$ cat src/rtl/adc_pkg.sv
// Shared state type and default constants for the ADC frame reader.
package adc_pkg;

  typedef enum logic [2:0] {
    IDLE,
    CS_SETUP,
    SHIFT,
    CS_HOLD,
    WRITE,
    INC
  } frame_state_t;

  localparam int unsigned ADC_SCLK_DIV   = 4;
  localparam int unsigned ADC_FRAME_BITS = 16;
  localparam int unsigned ADC_DATA_BITS  = 12;
  localparam logic [15:0] ADC_CMD        = 16'h6000;

endpackage

$ cat src/rtl/sample_tick_gen.sv
// Free-running sample timer: one-cycle registered tick every SAMPLE_PERIOD cycles while enabled.
module sample_tick_gen #(
  parameter int unsigned SAMPLE_PERIOD = 1000
) (
  input  logic clk,
  input  logic reset,
  input  logic enable,
  output logic tick
);

  localparam int unsigned CW = (SAMPLE_PERIOD > 1) ? $clog2(SAMPLE_PERIOD) : 1;
  localparam logic [CW-1:0] CNT_LAST = CW'(SAMPLE_PERIOD - 1);

  logic [CW-1:0] r_cnt;
  logic          r_tick;
  logic          w_wrap;

  assign w_wrap = (r_cnt == CNT_LAST);

  // Tick is registered, so it lands SAMPLE_PERIOD cycles after enable rises.
  always_ff @(posedge clk or posedge reset) begin
    if (reset) begin
      r_cnt  <= '0;
      r_tick <= 1'b0;
    end else if (!enable) begin
      r_cnt  <= '0;
      r_tick <= 1'b0;
    end else begin
      r_cnt  <= w_wrap ? '0 : r_cnt + 1'b1;
      r_tick <= w_wrap;
    end
  end

  assign tick = r_tick;

endmodule

$ cat src/rtl/adc_frame_reader.sv
// Periodic SPI mode-0 ADC read; writes each sample to memory, then pulses inc_adr.
module adc_frame_reader
  import adc_pkg::*;
#(
  parameter int unsigned           SCLK_DIV      = ADC_SCLK_DIV,
  parameter int unsigned           FRAME_BITS    = ADC_FRAME_BITS,
  parameter int unsigned           DATA_BITS     = ADC_DATA_BITS,
  parameter logic [FRAME_BITS-1:0] CMD           = ADC_CMD,
  parameter int unsigned           SAMPLE_PERIOD = 1000
) (
  input  logic                 clk,
  input  logic                 reset,
  input  logic                 enable,
  input  logic                 miso,
  output logic                 sclk,
  output logic                 cs_n,
  output logic                 mosi,
  output logic [DATA_BITS-1:0] sample,
  output logic                 we,
  output logic                 inc_adr,
  output logic                 busy,
  output logic                 overrun
);

  localparam int unsigned DW = $clog2(SCLK_DIV);
  localparam int unsigned BW = $clog2(FRAME_BITS);
  localparam logic [DW-1:0] DIV_LAST = DW'(SCLK_DIV - 1);
  localparam logic [BW-1:0] BIT_LAST = BW'(FRAME_BITS - 1);

  frame_state_t            r_state, w_state;
  logic [DW-1:0]           r_div, w_div;
  logic [BW-1:0]           r_bit, w_bit;
  logic [FRAME_BITS-1:0]   r_tx, w_tx;
  logic [FRAME_BITS-1:0]   r_rx, w_rx;
  logic                    r_sclk, w_sclk;
  logic                    r_cs_n, w_cs_n;
  logic                    r_mosi, w_mosi;
  logic [DATA_BITS-1:0]    r_sample, w_sample;
  logic                    r_we, w_we;
  logic                    r_inc_adr, w_inc_adr;
  logic                    r_busy, w_busy;
  logic                    r_overrun, w_overrun;
  logic                    w_tick;

  sample_tick_gen #(
    .SAMPLE_PERIOD(SAMPLE_PERIOD)
  ) u_tick (
    .clk   (clk),
    .reset (reset),
    .enable(enable),
    .tick  (w_tick)
  );

  always_comb begin
    w_state   = r_state;
    w_div     = r_div;
    w_bit     = r_bit;
    w_tx      = r_tx;
    w_rx      = r_rx;
    w_sclk    = r_sclk;
    w_cs_n    = r_cs_n;
    w_mosi    = r_mosi;
    w_sample  = r_sample;
    w_we      = 1'b0;
    w_inc_adr = 1'b0;
    w_busy    = r_busy;
    // Triggers arriving mid-frame are dropped and remembered.
    w_overrun = r_overrun | (w_tick && (r_state != IDLE));

    unique case (r_state)
      IDLE: begin
        if (w_tick) begin
          w_state = CS_SETUP;
          w_div   = '0;
          w_cs_n  = 1'b0;
          w_tx    = CMD;
          w_mosi  = CMD[FRAME_BITS-1];
          w_busy  = 1'b1;
        end
      end
      CS_SETUP: begin
        if (r_div == DIV_LAST) begin
          w_state = SHIFT;
          w_div   = '0;
          w_bit   = '0;
        end else begin
          w_div = r_div + 1'b1;
        end
      end
      SHIFT: begin
        if (r_div != DIV_LAST) begin
          w_div = r_div + 1'b1;
        end else begin
          w_div = '0;
          if (!r_sclk) begin
            // miso is stable through the low phase; capture it on the rising edge.
            w_sclk = 1'b1;
            w_rx   = {r_rx[FRAME_BITS-2:0], miso};
          end else begin
            w_sclk = 1'b0;
            if (r_bit == BIT_LAST) begin
              w_state = CS_HOLD;
              w_mosi  = 1'b0;
            end else begin
              w_bit  = r_bit + 1'b1;
              w_mosi = r_tx[FRAME_BITS-2];
              w_tx   = {r_tx[FRAME_BITS-2:0], 1'b0};
            end
          end
        end
      end
      CS_HOLD: begin
        if (r_div == DIV_LAST) begin
          w_state  = WRITE;
          w_cs_n   = 1'b1;
          w_sample = r_rx[DATA_BITS-1:0];
          w_we     = 1'b1;
        end else begin
          w_div = r_div + 1'b1;
        end
      end
      WRITE: begin
        w_state   = INC;
        w_inc_adr = 1'b1;
      end
      INC: begin
        w_state = IDLE;
        w_busy  = 1'b0;
      end
      default: w_state = IDLE;
    endcase
  end

  always_ff @(posedge clk or posedge reset) begin
    if (reset) begin
      r_state   <= IDLE;
      r_div     <= '0;
      r_bit     <= '0;
      r_tx      <= '0;
      r_rx      <= '0;
      r_sclk    <= 1'b0;
      r_cs_n    <= 1'b1;
      r_mosi    <= 1'b0;
      r_sample  <= '0;
      r_we      <= 1'b0;
      r_inc_adr <= 1'b0;
      r_busy    <= 1'b0;
      r_overrun <= 1'b0;
    end else begin
      r_state   <= w_state;
      r_div     <= w_div;
      r_bit     <= w_bit;
      r_tx      <= w_tx;
      r_rx      <= w_rx;
      r_sclk    <= w_sclk;
      r_cs_n    <= w_cs_n;
      r_mosi    <= w_mosi;
      r_sample  <= w_sample;
      r_we      <= w_we;
      r_inc_adr <= w_inc_adr;
      r_busy    <= w_busy;
      r_overrun <= w_overrun;
    end
  end

  assign sclk    = r_sclk;
  assign cs_n    = r_cs_n;
  assign mosi    = r_mosi;
  assign sample  = r_sample;
  assign we      = r_we;
  assign inc_adr = r_inc_adr;
  assign busy    = r_busy;
  assign overrun = r_overrun;

endmodule

$ cat config.mk
export PLATFORM = sky130hd
export DESIGN_NAME = adc_frame_reader
export DESIGN_NICKNAME = d
export VERILOG_FILES = /design/src/rtl/adc_pkg.sv /design/src/rtl/sample_tick_gen.sv /design/src/rtl/adc_frame_reader.sv
export SDC_FILE = /design/constraint.sdc
export NUM_CORES = 1
export LEC_CHECK = 0
export BUFFER_PORTS_ARGS = -buffer_cell sky130_fd_sc_hd__buf_4
export CAP_MARGIN = 25
export CORE_ASPECT_RATIO = 0.7
export CORE_UTILIZATION = 62
export DETAILED_ROUTE_END_ITERATION = 10
export HOLD_SLACK_MARGIN = 0.02
export PLACE_DENSITY_LB_ADDON = 0.25
export SYNTH_ARGS = -nofsm -noshare
export SYNTH_HDL_FRONTEND = slang
export SYNTH_SLANG_ARGS = --single-unit
$ cat constraint.sdc
create_clock -name clk -period 4.6 [get_ports clk]
set_input_delay 0.46 -clock clk [delete_from_list [all_inputs] [get_ports clk]]
set_output_delay 0.46 -clock clk [all_outputs]
set_load 0.005 [all_outputs]
==> metrics <==
fin crit period=between 1.5 and 2 ns; vias in the first global route=1451; clock network power share=30.0%; CP peak stage delay=between 0.4 and 0.5 ns; worst skew pair latency=approximately 0.3 ns; H-tree levels=2; Seq cells post-synth=between 50 and 60; DIE AREA=between 4000 and 5000 µm²; Total Routing Usage GR=23.4%; GR Overflow Total=0; Sw Share=between 20% and 30%; # rows=18; met3 usage=about 6.3%; # diodes=0; Tot Pwr=0.00106 W; Crit. End Element=register; Cell Pwr Density=slightly below 400 nW/µm²; total of warnings raised by yosys=0; largest net degree at the start of global routing=54; CTS hold repair buffers=0; Setup CP Type=reg2reg; core footprint=~3600 µm²; fin nets=approximately 230; syn avg cell area=~12 µm²; clock skew=0.00883 ns; worst-path cell chain=ha_1 > and4bb_4 > nor2b_4 > mux2_2; chip width=approximately 76 µm; Total Wirelength=4.09 mm; Vias/cell=5.70; grt met1 use=roughly 30%; CTS root buf=clkbuf_8; routability cong.=~0.84; fillers=between 200 and 250; die height=about 53 µm; Power Internal=just under 0.0008 W; fin. max-slew vios=0; wire per inst=15.2 µm; final non-filler cell area=~2700 µm²; Syn Inst Count=about 190; Net Count, Synth=200; Switch Pwr=0.000288 W; Final HPWL DP=around 2.8 mm; Placed Area=about 2500 µm²; final setup fails=0; CP arrival=about 2.1 ns; vias post-DR=1534; status=complete, no violations; Syn Std Cell Area=approximately 2300 µm²; DR iter-0 viols=~110; Max Root-Sink Buffers=2; gr busiest metal=met2; Leak Pwr=about 1.3 nW; met2 usage=36.8%; Fin. Hold Viols=0; port bufs=22; Rel. slew slack=68.3%; worst-margin pin slew=0.474 ns; Seq pwr share=54.6%; CTS Sinks=53; router iterations before antenna repair=5; P&R area growth vs syn=13.6%; Post-CTS Setup Inserts=0; crit path max fanout=12; VDD IR max=between 0.0003 and 0.0004 V; I/O pins=23; Synth cell types=between 40 and 50; ANT nets after route=0; Max Fclk=roughly 0.52 GHz; RSZ-0062 raised after global routing=false; Initial Util=65.5%; post-CTS resize count=0; layout cells sized above 1=about 29%; initial antenna violation count=0; first-pass GRT wire length=~6.7 mm; register area share after synthesis=a little under three fifths; Worst path slowest cell=nor2b_4; Clock Pin Slew Worst Setup and Hold Paths=around 0.09 ns; Num CTS Buffers=5; critical path required time=4.79 ns; final worst path period share=roughly 42%; Hold WC Path Type=in2async; Remaining DRCs=0; Max Cap Viol=0; Combinational Power Share=between 10% and 20%; CTS tree=done; Critical Path Start Type=register; setup TNS after final layout=0 ns
synthesized netlist by cell type, drive strengths merged:
cell type | instances | share of area (%)
xnor2 | 2 | 0.75
a21o | 1 | 0.32
nand3 | 14 | 3.0
mux2 | 24 | 13
nand2 | 11 | 1.9
o41ai | 2 | 0.75
ha | 3 | 1.6
and3 | 1 | 0.27
nand4b | 1 | 0.37
nor2 | 14 | 2.3
nor3 | 4 | 0.85
nor2b | 3 | 1.1
o22a | 1 | 0.37
dfstp | 1 | 1.1
nand3b | 2 | 0.64
or3 | 2 | 0.53
dfrtp | 52 | 55
xor2 | 5 | 1.9
buf | 3 | 1.5
a31oi | 5 | 1.3
o21ba | 1 | 0.43
and2 | 3 | 0.80
and4bb | 1 | 0.69
o22ai | 1 | 0.27
a41o | 1 | 0.43
nand4 | 2 | 0.53
inv | 7 | 1.1
a21oi | 2 | 0.43
o31ai | 2 | 0.64
nand2b | 6 | 1.7
o21ai | 13 | 2.9
and4 | 1 | 0.37
clkbuf | 2 | 0.32
flip-flops by register name, summed over array words and instances, names as in the netlist:
register      count
r_bit             4
inc_adr           1
r_state           3
overrun           1
mosi              1
r_rx             12
u_tick.r_cnt     10
sample           12
r_div             2
u_tick.tick       1
sclk              1
we                1
r_tx              2
cs_n              1
busy              1
power by group through the flow:
stage	registers (W)	logic [W]	clock network, W
final	0.000579	0.000163	0.000319
after CTS	0.000578	0.000163	0.000328
after detailed placement	0.000587	0.000162	0
after floorplan	0.000562	0.000131	0
after global placement	0.000582	0.000153	0
after global routing	0.000589	0.000185	0.000351
cell usage in the layout, fill, tap and decap left out, types with 2 or more instances in the layout:
cell type | synthesis | layout
nand4_1 | 2 | 2
mux2_4 | 11 | 11
nand2_1 | 10 | 10
xnor2_1 | 2 | 2
nor2_1 | 13 | 13
nand2b_1 | 5 | 5
nand3b_1 | 2 | 2
ha_1 | 3 | 3
o21ai_0 | 12 | 12
nand3_1 | 14 | 14
nor3_1 | 4 | 4
or3_1 | 2 | 2
and2_1 | 3 | 3
o31ai_1 | 2 | 2
inv_1 | 7 | 6
buf_4 | 0 | 22
a31oi_1 | 5 | 5
xor2_1 | 5 | 5
o41ai_1 | 2 | 2
mux2_2 | 13 | 13
a21oi_1 | 2 | 2
nor2b_1 | 2 | 2
dfrtp_1 | 52 | 52
clkbuf_8 | 0 | 6
worst max-delay path: cells and delay by family (launching register included):
| kind | cells | cell delay (ns) |
|---|---|---|
| fa+ha+maj | 1 | 0.31 |
| flops | 1 | 0.38 |
| simple gates | 2 | 0.74 |
| mux | 1 | 0.38 |
layout make-up:
class                   count  area, µm²  area share, %
clock buffers               7       86.3           3.24
clock inverters             1       30.0           1.13
inverters                   7       26.3          0.985
multi-input cells         128        950           35.6
flip-flops and latches     53       1330           49.8
well taps                  50       62.6           2.35
repair buffers             23        185           6.94
path summary, 6_finish.rpt:
check / startpoint / slack, ns / cells past startpoint / endpoint
worst max-delay path: r_div[0] / 2.66 / 4 / r_rx[10]
min in group clk: miso / 0.40 / 2 / r_rx[0]
worst min-delay path: reset / 0.04 / 2 / sample[9]
worst max register to register: r_div[0] / 2.66 / 4 / r_rx[10]
worst min register to register: overrun / 0.48 / 1 / overrun
max in group asynchronous: reset / 4.02 / 3 / cs_n
cell families (layout without fill, tap and decap cells):
kind of cell | after synthesis | after routing | share of synthesized area (%)
muxes | 24 | 24 | 13.3
buffers and inverters | 12 | 38 | 2.99
DFF | 53 | 53 | 56.6
xor gates and xnor gates | 7 | 7 | 2.61
AOI/OAI and AO/OA | 29 | 29 | 7.89
and+or+nand+nor | 65 | 65 | 15.1
adders and majority gates | 3 | 3 | 1.60
per-stage QoR:
| stage | util, % | hold WS, ns | std cells | setup slack (ns) |
|---|---|---|---|---|
| floorplan | - | 0.447 | 193 | 2.86 |
| global placement | 70.7 | 0.452 | 260 | 2.76 |
| detailed placement | 70.7 | 0.459 | 260 | 2.69 |
| CTS | 73.9 | 0.400 | 268 | 2.65 |
| global route | 74.5 | 0.0407 | 269 | 2.56 |
| finish | 74.5 | 0.0444 | 269 | 2.66 |
layer usage:
| layer | routed length (µm) | vias to the layer above |
|---|---|---|
| met1 | 1860 | 738 |
| met5 | 0 | - |
| li1 | - | 734 |
| met4 | 104 | 0 |
| met2 | 1940 | 49 |
| met3 | 176 | 13 |
(Power assumes the default switching activity.)
